File: src/rtl/parity_stream_merge_arbiter.sv
// -----------------------------------------------------------------------------
// parity_stream_merge_arbiter
//
// Merges the odd-parity and even-parity AXI-Stream outputs of the parity filter
// into one downstream AXI-Stream. Arbitration happens per packet (tlast
// delimited) with round-robin fairness between the two sources. While a stream
// holds the grant, its beats pass through combinationally with no added
// latency. Each beat is tagged with its source, and a packet counter per source
// is kept for status readout.
//
// Ports
//   a_clk                 single clock; all logic runs on the rising edge
//   axis_areset           asynchronous, active-high reset
//   cfg_enable            1 = new grants allowed, 0 = no new packet is started
//   axis_s_*_odd          odd-parity slave stream (tvalid/tdata/tlast/tready)
//   axis_s_*_even         even-parity slave stream (tvalid/tdata/tlast/tready)
//   axis_m_tvalid/tdata/tlast/tready   merged master stream
//   axis_m_tsrc           source of the current beat: 1 = odd, 0 = even
//   busy                  high while a stream holds the grant
//   pkt_cnt_odd/even      packets forwarded per source; wraps at 2^CNT_W
// -----------------------------------------------------------------------------
module parity_stream_merge_arbiter #(
  parameter int DATA_W = 8,
  parameter int CNT_W  = 16
) (
  input  logic              a_clk,
  input  logic              axis_areset,
  input  logic              cfg_enable,

  input  logic              axis_s_tvalid_odd,
  input  logic [DATA_W-1:0] axis_s_tdata_odd,
  input  logic              axis_s_tlast_odd,
  output logic              axis_s_tready_odd,

  input  logic              axis_s_tvalid_even,
  input  logic [DATA_W-1:0] axis_s_tdata_even,
  input  logic              axis_s_tlast_even,
  output logic              axis_s_tready_even,

  output logic              axis_m_tvalid,
  output logic [DATA_W-1:0] axis_m_tdata,
  output logic              axis_m_tlast,
  output logic              axis_m_tsrc,
  input  logic              axis_m_tready,

  output logic              busy,
  output logic [CNT_W-1:0]  pkt_cnt_odd,
  output logic [CNT_W-1:0]  pkt_cnt_even
);

  typedef enum logic [1:0] {
    IDLE       = 2'd0,
    GRANT_ODD  = 2'd1,
    GRANT_EVEN = 2'd2
  } state_t;

  // last_grant encoding matches axis_m_tsrc: 1 = odd, 0 = even.
  localparam logic SRC_ODD  = 1'b1;
  localparam logic SRC_EVEN = 1'b0;

  state_t state, state_nxt;
  logic   last_grant, last_grant_nxt;
  logic   inc_odd, inc_even;

  // NOTE: sequential state uses non-blocking assignments so every register
  // samples pre-edge values; mixing in blocking writes creates order races.
  always_ff @(posedge a_clk or posedge axis_areset) begin
    if (axis_areset) begin
      state        <= IDLE;
      last_grant   <= SRC_EVEN;   // odd wins the first tie after reset
      pkt_cnt_odd  <= '0;
      pkt_cnt_even <= '0;
    end else begin
      state      <= state_nxt;
      last_grant <= last_grant_nxt;
      if (inc_odd)  pkt_cnt_odd  <= pkt_cnt_odd  + 1'b1;
      if (inc_even) pkt_cnt_even <= pkt_cnt_even + 1'b1;
    end
  end

  // NOTE: every signal written here gets a default first, so no path through
  // the case statement can leave one unassigned and infer a latch.
  always_comb begin
    state_nxt          = state;
    last_grant_nxt     = last_grant;
    inc_odd            = 1'b0;
    inc_even           = 1'b0;
    axis_s_tready_odd  = 1'b0;
    axis_s_tready_even = 1'b0;
    axis_m_tvalid      = 1'b0;
    axis_m_tdata       = '0;
    axis_m_tlast       = 1'b0;
    axis_m_tsrc        = 1'b0;
    busy               = 1'b0;

    unique case (state)
      IDLE: begin
        if (cfg_enable && (axis_s_tvalid_odd || axis_s_tvalid_even)) begin
          // Odd is taken when it is the only requester, or on a tie when even
          // was served last; every other case goes to even.
          if (axis_s_tvalid_odd && (!axis_s_tvalid_even || last_grant == SRC_EVEN)) begin
            state_nxt      = GRANT_ODD;
            last_grant_nxt = SRC_ODD;
          end else begin
            state_nxt      = GRANT_EVEN;
            last_grant_nxt = SRC_EVEN;
          end
        end
      end

      GRANT_ODD: begin
        busy              = 1'b1;
        axis_m_tvalid     = axis_s_tvalid_odd;
        axis_m_tdata      = axis_s_tdata_odd;
        axis_m_tlast      = axis_s_tlast_odd;
        axis_m_tsrc       = SRC_ODD;
        // Ready is driven from downstream ready only, never from valid, so no
        // combinational loop forms through this block.
        axis_s_tready_odd = axis_m_tready;
        if (axis_s_tvalid_odd && axis_m_tready && axis_s_tlast_odd) begin
          inc_odd   = 1'b1;
          state_nxt = IDLE;
        end
      end

      GRANT_EVEN: begin
        busy               = 1'b1;
        axis_m_tvalid      = axis_s_tvalid_even;
        axis_m_tdata       = axis_s_tdata_even;
        axis_m_tlast       = axis_s_tlast_even;
        axis_m_tsrc        = SRC_EVEN;
        axis_s_tready_even = axis_m_tready;
        if (axis_s_tvalid_even && axis_m_tready && axis_s_tlast_even) begin
          inc_even  = 1'b1;
          state_nxt = IDLE;
        end
      end

      default: state_nxt = IDLE;
    endcase
  end

endmodule

File: config.mk
export PLATFORM = sky130hd
export DESIGN_NAME = parity_stream_merge_arbiter
export DESIGN_NICKNAME = d
export VERILOG_FILES = /design/src/rtl/parity_stream_merge_arbiter.sv
export SDC_FILE = /design/constraint.sdc
export NUM_CORES = 1
export LEC_CHECK = 0
export ABC_AREA = 0
export CAP_MARGIN = 15
export CORE_AREA = 2 2 68 70
export DETAILED_ROUTE_END_ITERATION = 10
export DIE_AREA = 0 0 70 72
export PLACE_DENSITY_LB_ADDON = 0.1
export SLEW_MARGIN = 20
export SYNTH_ARGS = -nofsm -noshare
export SYNTH_HDL_FRONTEND = slang
export SYNTH_SLANG_ARGS = --single-unit
File: constraint.sdc
create_clock -name a_clk -period 2 [get_ports a_clk]
set_input_delay 0.3 -clock a_clk [delete_from_list [all_inputs] [get_ports a_clk]]
set_output_delay 0.3 -clock a_clk [all_outputs]
set_load 0.02 [all_outputs]
* Word level (Yosys, flattened, before mapping)
Index checks and enable logic that the tools add are counted.
Cells by class: reductions and logical operators 13, shift operators 0, div/mod/pow operators 0, add/sub/neg operators 2, equal/unequal tests 5, order comparisons 0, multiplexer cells 17, $mul 0, bitwise gates (word level) 1
Operators with widths (count):
- $add A16 B1 Y16 const B | 2
- $pmux W8 S2 | 1
- $mux W1 | 9
- $mux W2 | 4
- $logic_and A1 B1 Y1 | 6
- $ne A2 B2 Y1 const B | 3
- $pmux W2 S3 | 1
- $pmux W1 S2 | 2
- $reduce_and A3 Y1 | 1
- $eq A2 B1 Y1 const B | 1
- $eq A2 B2 Y1 const B | 1
- $logic_not A2 Y1 | 1
- $logic_or A1 B1 Y1 | 2
- $reduce_and A2 Y1 | 1
- $reduce_or A2 Y1 | 1
- $logic_not A1 Y1 | 1
- $not A1 Y1 | 1
Storage, ports and cells: output and inout port bits 46, bits in read-only memories 0, bits in latches 0, RAM bits 0, memories 0, flip-flop bits (word level) 35

* Depth between registers and ports, before layout
word-level depth 6, mapped depth 7

* Worst setup path after synthesis
OpenSTA, ideal clock, no wires.
path type reg-to-output, from reg state[1], to out axis_m_tdata[0], data arrival time 1.504 ns, stages on the path, launching flop included 6, setup slack 0.196 ns, path through dfrtp_1 > inv_1 > ha_1 > clkbuf_1 > a22oi_1 > nor2b_1
On the way: cells in the longest elaborated chain, start to end 2, elaborated cells between the ends (all ways) 3, those cells by class eq/ne (2); mux (1)
RTL lines:
- start: declaration | line 61 | state_t state, state_nxt;
- start signal: assignment | line 74 | state <= state_nxt;
- $eq A2 B2 Y1 / $eq A2 B1 Y1 (equally long branches) | line 96 | unique case (state)
- $pmux W8 S2 * | line 96
- end: declaration | line 41 | output logic [DATA_W-1:0] axis_m_tdata,
Mark *: on every way between the ends. The rest lies on a longest branch, timed or not.

* Worst setup path in the final report
from reg state[1], to out axis_m_tdata[4]
Same word-level chain as after synthesis.

==> flow_metrics.env <==
export IMPL_slowest_delay_ns=0.43
export IMPL_clock_fmax_mhz=533
export IMPL_r2r_cells=6
export IMPL_io_pins=70
export IMPL_clkSinkCount=35
export IMPL_grt_pass1_vias=1539
export IMPL_seq_area_frac_synth_pct=47.7
export IMPL_numPortBuffers=69
export IMPL_antenna_left=0
export IMPL_core_um2=4260
export IMPL_grt_max_degree=36
export IMPL_cp_start_kind="flop"
export IMPL_worstPathRequired_ns=1.70
export IMPL_ys_ff_latch=35
export IMPL_htreeDepth=2
export IMPL_rows=24
export IMPL_reg2reg_to="pkt_cnt_odd[13]"
export IMPL_tightest_slew_ns=0.442
export IMPL_critical_path_class="flop to primary output"
export IMPL_ys_types=29
export IMPL_clkTransAtPathRegs_ns=0.07
export IMPL_relSlewSlack_pct=70.5
export IMPL_critPathBufInv=2
export IMPL_synth_warning_count=0
export IMPL_synth_top_area_share_pct=47.7
export IMPL_drt_pre_antenna_iters=4
export IMPL_postCtsHoldBufs=0
export IMPL_globalplace_congestion=0.761
export IMPL_cpLargestDelayFamily="flip-flops"
export IMPL_end_kind="primary output"
export IMPL_drt_initial_drc_count=82
export IMPL_outcome="finished clean"
export IMPL_irDropWorstVdd_mv=0.740
export IMPL_post_drt_wl_per_cell_um=12.6
export IMPL_path_max_fanout=14
export IMPL_tritoncts="built"
export IMPL_final_common_cell="clkdlybuf4s50_1"
export IMPL_synth_area_um2=1840
export IMPL_fin_skew_ns=0.00441
export IMPL_cap_violations=0
export IMPL_finalHoldViolCount=0
export IMPL_grt_remaining_overflow=0
export IMPL_tns_ns=0
export IMPL_cp_depth=5
export IMPL_setup_violations=0
export IMPL_dp_hpwl_um=2970
export IMPL_pwr_density_cell_nw_per_um2=857
export IMPL_clk_path_buf_depth=2
export IMPL_ys_top_cells_by_area="dfrtp_1 48%, xnor2_1 10%, a22oi_1 4.5%"
export IMPL_r2r_slack_ns=0.25
export IMPL_routed_wl_um=3960
export IMPL_period_share_pct=93.8
export IMPL_hold_class="input pin to asynchronous set/reset pin"
export IMPL_finalPower_mw=2.40
export IMPL_nets=290
export IMPL_grt_pass1_wl_um=6910
export IMPL_track_usage_pct=16.7
export IMPL_viasPerCell=4.91
export IMPL_worstPathArrival_ns=1.58
export IMPL_dp_cells=304
export IMPL_cts_made_buffers=5
export IMPL_die_y_um=72
export IMPL_synth_nets=203
export IMPL_synthCells=173
export IMPL_die_area_um2=5040
export IMPL_drcViolationCount=0
export IMPL_start_util_pct=43.1
export IMPL_rr_startpoint="state[1]"
export IMPL_rsz0062_at_grt="no"
export IMPL_preCtsSetupSlack_ns=-0.115
export IMPL_fin_cells=313
export IMPL_synthToLayoutAreaGrowth_pct=52.7
export IMPL_slowest_stage="dfrtp_1"
export IMPL_whs_ns=0.406
export IMPL_setup_ws_ns=0.123
export IMPL_num_vias=1537
export IMPL_worst_skew_pair_late_latency_ns=0.28
export IMPL_n_antenna_cell=0
export IMPL_layout_drive_gt1_share_pct=16.9
export IMPL_drv_slew=0
export IMPL_worstPathCellList="inv_2 > ha_4 > a22oi_1 > nor2b_1 > clkdlybuf4s15_1"
export IMPL_post_synth_top_area_cell="dfrtp_1"
export IMPL_period_needed_ns=1.88
export IMPL_final_cell_mix="55 x clkdlybuf4s50_1, 35 x dfrtp_1, 21 x xnor2_1, 19 x nand2_1, 14 x buf_4"
export IMPL_die_w_um=70
export IMPL_antenna_found_initial=0
export IMPL_syn_area_per_cell_um2=10.6
export IMPL_p_leak_nw=1.21
export IMPL_cts_root_buf="clkbuf_8"
cell families after synthesis:
kind of cell	synth area share, %
buffers and inverters	2.25
AO/OA/AOI/OAI	6.06
XOR/XNOR	14.3
adder cells (fa/ha/maj)	4.09
multiplexers	0.545
AND/OR/NAND/NOR	25.1
flip-flops	47.7
flip-flops by register name, summed over array words and instances, names as in the netlist:
signal	cells
last_grant	1
state	2
pkt_cnt_even	16
pkt_cnt_odd	16
synth_stat cells, drive strengths merged:
| cell | n |
|---|---|
| a21oi | 1 |
| a22o | 1 |
| a22oi | 11 |
| a32o | 1 |
| and2 | 2 |
| and3 | 5 |
| and4 | 3 |
| buf | 1 |
| clkbuf | 2 |
| dfrtp | 35 |
| ha | 6 |
| inv | 7 |
| mux2i | 1 |
| nand2 | 19 |
| nand2b | 1 |
| nand3 | 12 |
| nand4 | 10 |
| nor2 | 6 |
| nor2b | 10 |
| nor3 | 6 |
| nor4 | 1 |
| o21ai | 1 |
| or3 | 1 |
| xnor2 | 21 |
| xor2 | 9 |
worst max path at each step:
stage / slack [ns] / from / end
2_1_floorplan: 0.20 / state[1] / axis_m_tdata[0]
3_3_place_gp: -0.10 / state[1] / axis_m_tdata[7]
3_5_place_dp: -0.12 / state[1] / axis_m_tdata[0]
4_1_cts: 0.009 / state[0] / axis_m_tdata[4]
5_1_grt: 0.03 / state[1] / axis_m_tdata[0]
6_report: 0.12 / state[1] / axis_m_tdata[4]
layout make-up:
| cell class | count | area (µm²) |
|---|---|---|
| fill | 343 | 1460 |
| multi-input combinational | 128 | 957 |
| inverter | 7 | 26.3 |
| tap | 52 | 65.1 |
| clock buffer | 7 | 76.3 |
| timing repair buffer | 83 | 798 |
| sequential | 35 | 876 |
| clock inverter | 1 | 5.00 |
per-layer routing:
| metal | GRT usage, % | part of all wire [%] | vias up |
|---|---|---|---|
| met5 | 0 | 0 | - |
| met4 | 3.21 | 0.73 | 0 |
| met3 | 5.83 | 7.1 | 4 |
| met2 | 25.4 | 45 | 51 |
| met1 | 23.6 | 47 | 706 |
| li1 | - | - | 776 |
timing repair:
item                                    CTS  global route
endpoints found under the setup margin   15            12
endpoints found under the hold margin     0             0
buffers inserted                          0             1
resized for setup                        38             5
pin swaps                                 0             0
power breakdown:
group	switching, mW	internal [mW]	total (mW)
registers	0.0847	0.781	0.866
clock network	0.238	0.244	0.482
logic	0.518	0.536	1.05
worst min-delay path: cells and delay by family:
| family | cells | cell delay (ns) |
|---|---|---|
| buffers and inverters | 3 | 0.82 |
stage by stage:
stage	utilization, %	area (µm²)
3_3_place_gp	62.7	2680
3_5_place_dp	62.7	2680
2_1_floorplan	-	1840
6_report	65.8	2800
4_1_cts	65.4	2790
5_1_grt	65.8	2800
Note: power is estimated with default switching activity, not from simulation.
